<file path="config.mk">
export PLATFORM = sky130hd
export DESIGN_NAME = scan_frame_sequencer_flat
export DESIGN_NICKNAME = d
export VERILOG_FILES = /design/src/rtl/scan_frame_sequencer_if.sv /design/src/rtl/scan_frame_sequencer.sv /design/src/flat_wrapper.sv
export SDC_FILE = /design/constraint.sdc
export NUM_CORES = 1
export LEC_CHECK = 0
export CORE_ASPECT_RATIO = 0.9
export CORE_MARGIN = 2
export CORE_UTILIZATION = 23
export DETAILED_ROUTE_END_ITERATION = 12
export HOLD_SLACK_MARGIN = 0.15
export PLACE_DENSITY = 0.57
export RECOVER_POWER = 50
export SLEW_MARGIN = 20
export SYNTH_ARGS = -nofsm -noshare
export SYNTH_HDL_FRONTEND = slang
export SYNTH_SLANG_ARGS = --single-unit
</file>
<file path="constraint.sdc">
create_clock -name clk -period 1.7 [get_ports clk]
set_input_delay 0.51 -clock clk [delete_from_list [all_inputs] [get_ports clk]]
set_output_delay 0.51 -clock clk [all_outputs]
set_load 0.1 [all_outputs]
</file>
<file path="src/rtl/scan_frame_sequencer_if.sv">
// Bus bundle between the scan sequencer, the memory_share client port and the DAC driver.
// master = sequencer side, slave = memory/DAC side.
interface scan_frame_sequencer_if;
  logic [31:0] mem_addr;
  logic        mem_we;
  logic [31:0] mem_rdata;
  logic [11:0] pt_x;
  logic [11:0] pt_y;
  logic        pt_laser;
  logic        pt_valid;
  logic        pt_ready;

  modport master (
    output mem_addr, mem_we, pt_x, pt_y, pt_laser, pt_valid,
    input  mem_rdata, pt_ready
  );

  modport slave (
    input  mem_addr, mem_we, pt_x, pt_y, pt_laser, pt_valid,
    output mem_rdata, pt_ready
  );
endinterface

</file>
<file path="src/rtl/scan_frame_sequencer.sv">
// Ping-pong point-list scanner: fetches packed points from the front bank and hands them to the DAC.
// Optional blanked settle presentation before off->on points: define SCAN_BLANK_SETTLE_EN.
//
// state         | meaning
// S_IDLE        | parked, blanked; waits for enable
// S_FETCH       | address of current point on mem_addr
// S_CAPTURE     | latch x/y/laser/eof from mem_rdata
// S_SETTLE      | blanked presentation of new point (optional feature)
// S_SETTLE_WAIT | blanked settle countdown (optional feature)
// S_PRESENT     | pt_valid high until pt_ready
// S_DWELL       | hold point, count down, then advance
module scan_frame_sequencer #(
  parameter logic [31:0] BANK0_BASE    = 32'd0,
  parameter logic [31:0] BANK1_BASE    = 32'd1024,
  parameter int          MAX_POINTS    = 256,
  parameter int          DWELL_CYCLES  = 100,
  parameter int          SETTLE_CYCLES = 20
) (
  input  logic clk,
  input  logic reset_n,
  input  logic enable,
  input  logic swap_req,
  output logic swap_ack,
  output logic front_bank,
  output logic frame_start,
  output logic overrun,
  scan_frame_sequencer_if.master bus
);

  localparam int IDX_W   = (MAX_POINTS > 1) ? $clog2(MAX_POINTS) : 1;
  localparam int CNT_MAX = (DWELL_CYCLES > SETTLE_CYCLES) ? DWELL_CYCLES : SETTLE_CYCLES;
  localparam int CNT_W   = (CNT_MAX > 1) ? $clog2(CNT_MAX) : 1;
  localparam logic [IDX_W-1:0] LAST_IDX   = IDX_W'(MAX_POINTS - 1);
  localparam logic [CNT_W-1:0] DWELL_LOAD = CNT_W'(DWELL_CYCLES - 1);
`ifdef SCAN_BLANK_SETTLE_EN
  localparam logic [CNT_W-1:0] SETTLE_LOAD = CNT_W'(SETTLE_CYCLES - 1);
`endif

  typedef enum logic [2:0] {
    S_IDLE, S_FETCH, S_CAPTURE, S_PRESENT, S_DWELL, S_SETTLE, S_SETTLE_WAIT
  } state_t;

  state_t           state_q, state_n;
  logic [IDX_W-1:0] index_q, index_n;
  logic [CNT_W-1:0] cnt_q, cnt_n;
  logic [11:0]      x_q, x_n, y_q, y_n;
  logic             laser_q, laser_n, eof_q, eof_n;
  logic             front_q, front_n, pending_q, pending_n;
  logic             overrun_q, overrun_n, ack_q, ack_n, fstart_q, fstart_n;
  logic             frame_end;
`ifdef SCAN_BLANK_SETTLE_EN
  logic             prev_laser_q, prev_laser_n;
`endif

  // Reserved word bits 30:25 carry no meaning for the scanner.
  logic unused_rdata;
  assign unused_rdata = ^bus.mem_rdata[30:25];

  assign frame_end = eof_q || (index_q == LAST_IDX);

  always_ff @(posedge clk or negedge reset_n) begin
    if (!reset_n) begin
      state_q   <= S_IDLE;
      index_q   <= '0;
      cnt_q     <= '0;
      x_q       <= '0;
      y_q       <= '0;
      laser_q   <= 1'b0;
      eof_q     <= 1'b0;
      front_q   <= 1'b0;
      pending_q <= 1'b0;
      overrun_q <= 1'b0;
      ack_q     <= 1'b0;
      fstart_q  <= 1'b0;
`ifdef SCAN_BLANK_SETTLE_EN
      prev_laser_q <= 1'b0;
`endif
    end else begin
      state_q   <= state_n;
      index_q   <= index_n;
      cnt_q     <= cnt_n;
      x_q       <= x_n;
      y_q       <= y_n;
      laser_q   <= laser_n;
      eof_q     <= eof_n;
      front_q   <= front_n;
      pending_q <= pending_n;
      overrun_q <= overrun_n;
      ack_q     <= ack_n;
      fstart_q  <= fstart_n;
`ifdef SCAN_BLANK_SETTLE_EN
      prev_laser_q <= prev_laser_n;
`endif
    end
  end

  always_comb begin
    state_n   = state_q;
    index_n   = index_q;
    cnt_n     = cnt_q;
    x_n       = x_q;
    y_n       = y_q;
    laser_n   = laser_q;
    eof_n     = eof_q;
    front_n   = front_q;
    pending_n = pending_q | swap_req;
    overrun_n = overrun_q;
    ack_n     = 1'b0;
    fstart_n  = 1'b0;
`ifdef SCAN_BLANK_SETTLE_EN
    prev_laser_n = prev_laser_q;
`endif

    case (state_q)
      S_IDLE: begin
        if (enable) begin
          state_n  = S_FETCH;
          fstart_n = (index_q == '0);
        end
      end
      S_FETCH: state_n = S_CAPTURE;
      S_CAPTURE: begin
        x_n     = bus.mem_rdata[11:0];
        y_n     = bus.mem_rdata[23:12];
        laser_n = bus.mem_rdata[24];
        eof_n   = bus.mem_rdata[31];
        state_n = S_PRESENT;
`ifdef SCAN_BLANK_SETTLE_EN
        if (bus.mem_rdata[24] && !prev_laser_q) state_n = S_SETTLE;
`endif
      end
`ifdef SCAN_BLANK_SETTLE_EN
      S_SETTLE: begin
        if (bus.pt_ready) begin
          cnt_n   = SETTLE_LOAD;
          state_n = S_SETTLE_WAIT;
        end
      end
      S_SETTLE_WAIT: begin
        if (cnt_q == '0) state_n = S_PRESENT;
        else             cnt_n   = cnt_q - 1'b1;
      end
`endif
      S_PRESENT: begin
        if (bus.pt_ready) begin
          cnt_n   = DWELL_LOAD;
          state_n = S_DWELL;
`ifdef SCAN_BLANK_SETTLE_EN
          prev_laser_n = laser_q;
`endif
        end
      end
      S_DWELL: begin
        if (cnt_q != '0) begin
          cnt_n = cnt_q - 1'b1;
        end else begin
          state_n = enable ? S_FETCH : S_IDLE;
          if (frame_end) begin
            index_n = '0;
            if (!eof_q) overrun_n = 1'b1;
            // A request arriving on this very clock is folded into this swap.
            if (pending_q || swap_req) begin
              front_n   = ~front_q;
              ack_n     = 1'b1;
              pending_n = 1'b0;
            end
            fstart_n = enable;
          end else begin
            index_n = index_q + 1'b1;
          end
        end
      end
      default: state_n = S_IDLE;
    endcase
  end

  assign bus.mem_addr = (front_q ? BANK1_BASE : BANK0_BASE) + 32'({index_q, 2'b00});
  assign bus.mem_we   = 1'b0;
  assign bus.pt_x     = x_q;
  assign bus.pt_y     = y_q;
  assign bus.pt_valid = (state_q == S_PRESENT) || (state_q == S_SETTLE);
  assign bus.pt_laser = enable && laser_q && ((state_q == S_PRESENT) || (state_q == S_DWELL));

  assign swap_ack    = ack_q;
  assign front_bank  = front_q;
  assign frame_start = fstart_q;
  assign overrun     = overrun_q;

endmodule

</file>
<file path="src/flat_wrapper.sv">
// flat-port wrapper written by rule: the top's interface ports become plain ports
module scan_frame_sequencer_flat 
#(
  parameter logic [31:0] BANK0_BASE    = 32'd0,
  parameter logic [31:0] BANK1_BASE    = 32'd1024,
  parameter int          MAX_POINTS    = 256,
  parameter int          DWELL_CYCLES  = 100,
  parameter int          SETTLE_CYCLES = 20
)
  (clk, reset_n, enable, swap_req, swap_ack, front_bank, frame_start, overrun, bus_mem_addr, bus_mem_we, bus_pt_x, bus_pt_y, bus_pt_laser, bus_pt_valid, bus_mem_rdata, bus_pt_ready);
  scan_frame_sequencer_if bus_i ();
  input  logic clk;
  input  logic reset_n;
  input  logic enable;
  input  logic swap_req;
  output logic swap_ack;
  output logic front_bank;
  output logic frame_start;
  output logic overrun;
  output wire logic [$bits(bus_i.mem_addr)-1:0] bus_mem_addr;
  output wire logic [$bits(bus_i.mem_we)-1:0] bus_mem_we;
  output wire logic [$bits(bus_i.pt_x)-1:0] bus_pt_x;
  output wire logic [$bits(bus_i.pt_y)-1:0] bus_pt_y;
  output wire logic [$bits(bus_i.pt_laser)-1:0] bus_pt_laser;
  output wire logic [$bits(bus_i.pt_valid)-1:0] bus_pt_valid;
  input wire logic [$bits(bus_i.mem_rdata)-1:0] bus_mem_rdata;
  input wire logic [$bits(bus_i.pt_ready)-1:0] bus_pt_ready;
  assign bus_mem_addr = bus_i.mem_addr;
  assign bus_mem_we = bus_i.mem_we;
  assign bus_pt_x = bus_i.pt_x;
  assign bus_pt_y = bus_i.pt_y;
  assign bus_pt_laser = bus_i.pt_laser;
  assign bus_pt_valid = bus_i.pt_valid;
  assign bus_i.mem_rdata = bus_mem_rdata;
  assign bus_i.pt_ready = bus_pt_ready;
  scan_frame_sequencer #(.BANK0_BASE(BANK0_BASE), .BANK1_BASE(BANK1_BASE), .MAX_POINTS(MAX_POINTS), .DWELL_CYCLES(DWELL_CYCLES), .SETTLE_CYCLES(SETTLE_CYCLES)) u_core (.clk(clk), .reset_n(reset_n), .enable(enable), .swap_req(swap_req), .swap_ack(swap_ack), .front_bank(front_bank), .frame_start(frame_start), .overrun(overrun), .bus(bus_i));
endmodule
</file>
==> qor.json <==
{
  "worst-r2r-cell-count": 6,
  "worstPathMaxFanout": 2,
  "post_synth_inst_count": 207,
  "cellPowerDensity_nw_per_um2": 2100,
  "clock_power_share_pct": 12.7,
  "clock_tree.buffer_depth": 2,
  "seq_power_share_pct": 23.7,
  "drv_cap": 0,
  "synth-edff-count": 0,
  "cts-hold-fix-buffers": 0,
  "max_stage_delay_ns": 0.40,
  "wl_met1_um": 2600,
  "detail_route.vias_per_cell": 4.15,
  "power.switching_uw": 4160,
  "worst_hold_path_type": "in2async",
  "status": "finished, violations left",
  "design_area_sq_um": 3780,
  "fin_crit_sh_pct": 119,
  "final.min_clock_period_ns": 2.02,
  "final.setup.worst_slack_ns": -0.317,
  "input_output_buffers": 69,
  "avgRoutedWirePerCell_um": 12.7,
  "cp-end-kind": "primary output",
  "clock_latency_ns": 0.28,
  "fmax_mhz": 496,
  "cts_made_buffers": 5,
  "globalRouteTotalUtil_pct": 9.65,
  "route.vias.total": 1795,
  "worst_ep_required_time_ns": 1.19,
  "max_slew.worst_pin.slew_ns": 0.950,
  "overall_overflow_remaining_after_global_route": 0,
  "crit_arrival_ns": 1.51,
  "largest_net_degree_at_the_start_of_global_routing": 35,
  "netlist_area_sq_um": 2420,
  "dr_wl_met3_um": 308,
  "netSwitchingFraction_pct": 52.4,
  "finalSetupViolations": 2,
  "path_clk_slew_ns": 0.07,
  "dr_drc_count": 0,
  "violations": "setup timing",
  "ys_types": 51,
  "cts_max_level": 2,
  "postSynthAreaPerCell_sq_um": 11.7,
  "gp_congestion": 0.787,
  "floorplan.initialDensity_pct": 23.6,
  "synth_async_sr_flop_share_pct": 100,
  "cell_row_count": 35,
  "timing.critical_path.buf_inv": 1,
  "root_buffer": "sky130_fd_sc_hd__clkbuf_16",
  "worst_path_dominant_cell_family": "simple AND/OR/NAND/NOR gates",
  "cellInternalPower_uw": 3780,
  "top_signal_layer_used": "met4",
  "tritoncts": "yes",
  "post-place-ws_ns": -0.171,
  "critical_path.slowest_cell": "sky130_fd_sc_hd__dfrtp_1",
  "drt-pass1-iter-count": 4,
  "place_area_sq_um": 3770,
  "grt_pass1_vias": 1806,
  "timing.slew.headroom_pct": 36.7,
  "criticalPathCategory": "reg2out",
  "insertedDiodeCount": 0,
  "ys_seq_area_share_pct": 50.7,
  "combPwrFrac_pct": 63.5,
  "numClockSinks": 49,
  "worstSetupStartpointType": "flop",
  "dr_wl_met2_um": 2570,
  "power.leakage_uw": 0.00164,
  "crit_chain": "or3b_4 > o21ai_2 > and3_4 > buf_12",
  "fin_total_pwr_uw": 7940,
  "yosys_warnings": 0,
  "vdd.ir_drop.worst_v": 0.00112,
  "ant_nets": 0,
  "cp.depth": 4,
  "die_area_sq_um": 11300,
  "max_clock_skew_ns": 0.00727,
  "num-nets-final": 344,
  "setup_tns_ns": -0.471,
  "floorplan.die.height_um": 101,
  "grt_first_pass_wirelength_um": 8850,
  "drt_iter0_drc": 49,
  "drt-total-wl_um": 5500,
  "dieWidth_um": 112,
  "timing.final.hold_violations": 0,
  "post_route_cells_drive_above_1_share_pct": 41.1,
  "floorplan.core_area_sq_um": 10200,
  "syn_to_final_growth_pct": 56.4,
  "ys_flop_type": "sky130_fd_sc_hd__dfrtp_1",
  "slew_violations": 0,
  "holdWs_ns": 0.353,
  "io_pins": 100,
  "synth.ff_latch_count": 49,
  "grt_setup_unrepaired": "yes",
  "dp_hpwl_um": 4250,
  "grt_antenna_before_repair": 0
}
-- final timing paths --
path	start	end	slack (ns)
min in group clk	u_core.overrun$_DFFE_PN0P_	u_core.overrun$_DFFE_PN0P_	0.47
max reg2reg	u_core.cnt_q[5]$_DFFE_PN0P_	u_core.cnt_q[6]$_DFFE_PN0P_	0.06
max	u_core.state_q[0]$_DFFE_PN0P_	bus_pt_laser	-0.32
min	reset_n	u_core.bus.pt_x[7]$_DFFE_PN0P_	0.35
min reg2reg	u_core.overrun$_DFFE_PN0P_	u_core.overrun$_DFFE_PN0P_	0.47
max in group asynchronous	reset_n	u_core.index_q[6]$_DFFE_PN0P_	0.23
-- layer usage --
layer / up-vias / GRT usage [%]
li1: 885 / -
met1: 858 / 13.4
met2: 50 / 15.0
met3: 2 / 3.17
met4: 0 / 1.69
met5: - / 0
-- cells in the final DEF (no fill, tap or decap), types with 2 or more instances in the layout --
| master | count |
|---|---|
| sky130_fd_sc_hd__dfrtp_1 | 39 |
| sky130_fd_sc_hd__clkdlybuf4s50_1 | 28 |
| sky130_fd_sc_hd__conb_1 | 24 |
| sky130_fd_sc_hd__buf_12 | 24 |
| sky130_fd_sc_hd__buf_4 | 23 |
| sky130_fd_sc_hd__mux2_2 | 20 |
| sky130_fd_sc_hd__clkbuf_4 | 11 |
| sky130_fd_sc_hd__a21oi_1 | 9 |
| sky130_fd_sc_hd__nand2_1 | 8 |
| sky130_fd_sc_hd__nor2_1 | 8 |
| sky130_fd_sc_hd__mux2_1 | 6 |
| sky130_fd_sc_hd__buf_2 | 6 |
| sky130_fd_sc_hd__inv_1 | 5 |
| sky130_fd_sc_hd__o21ai_0 | 5 |
| sky130_fd_sc_hd__clkbuf_16 | 5 |
| sky130_fd_sc_hd__dfrtp_2 | 5 |
| sky130_fd_sc_hd__dfrtp_4 | 5 |
| sky130_fd_sc_hd__nand3_1 | 4 |
| sky130_fd_sc_hd__nor4_4 | 3 |
| sky130_fd_sc_hd__o21a_1 | 3 |
| sky130_fd_sc_hd__nand4_1 | 3 |
| sky130_fd_sc_hd__nor3_1 | 3 |
| sky130_fd_sc_hd__ha_1 | 3 |
| sky130_fd_sc_hd__buf_6 | 3 |
| sky130_fd_sc_hd__inv_2 | 2 |
| sky130_fd_sc_hd__and4_1 | 2 |
| sky130_fd_sc_hd__nor2b_4 | 2 |
| sky130_fd_sc_hd__nor2b_1 | 2 |
| sky130_fd_sc_hd__o31ai_1 | 2 |
| sky130_fd_sc_hd__or4_4 | 2 |
| sky130_fd_sc_hd__a21oi_2 | 2 |
| sky130_fd_sc_hd__xnor2_1 | 2 |
| sky130_fd_sc_hd__o21ai_1 | 2 |
-- power groups by stage --
stage	clock, uW	combinational (uW)	sequential (uW)
2_1_floorplan	0	1380	4030
3_3_place_gp	0	5450	1970
3_5_place_dp	0	5490	2000
4_1_cts	1050	5520	1970
5_1_grt	1120	5260	1940
6_report	1010	5040	1880
-- Yosys cell counts (all sizes together) (2+ instances only) --
cell type | number | area, sq um
nor4 | 4 | 52.6
nor2b | 5 | 31.3
and4 | 2 | 17.5
ha | 4 | 50.1
nand4 | 3 | 18.8
nand3 | 5 | 30.0
o31ai | 2 | 15.0
buf | 31 | 229
a21oi | 11 | 58.8
or4 | 2 | 15.0
xnor2 | 2 | 17.5
nor2 | 8 | 30.0
o21ai | 8 | 40.0
o21a | 3 | 22.5
inv | 7 | 26.3
nor3 | 4 | 25.0
nand2 | 8 | 30.0
and3 | 2 | 12.5
mux2 | 26 | 293
dfrtp | 49 | 1230
-- area by class of cell --
type	count	area, sq um
fillers	1044	6470
flip-flops and latches	49	1250
multi-input cells	143	1100
repair buffers	97	1090
well taps	129	161
clock buffers	6	139
inverters	7	26.3
clock inverters	2	13.8
-- sequential cells by signal, summed over array words and instances (netlist names) --
signal and count:
u_core.bus.pt_x 12, u_core.bus.pt_y 12, u_core.cnt_q 7, u_core.eof_q 1, u_core.frame_start 1, u_core.front_bank 1
u_core.index_q 8, u_core.laser_q 1, u_core.overrun 1, u_core.pending_q 1, u_core.state_q 3, u_core.swap_ack 1
-- stage by stage --
stage	util, %	std cells
floorplan	-	230
global placement	36.8	423
detailed placement	36.8	423
CTS	38.4	433
global route	36.9	433
finish	36.9	433
-- kinds of logic after synthesis --
logic type / share of synthesized area, %
xor+xnor: 1.09
other cells: 0.155
simple gates: 13.9
buf+inv: 10.6
flops: 50.7
fa+ha+maj: 2.07
compound gates: 8.95
mux: 12.5
-- what timing repair did --
item | 4_1_cts | 5_1_grt
gates resized for setup | 2 | 17
pin swaps | 3 | 9
setup buffers | 2 | 2
endpoints found under the setup margin | 28 | 47
No activity file was read; power rests on OpenSTA's default activity.
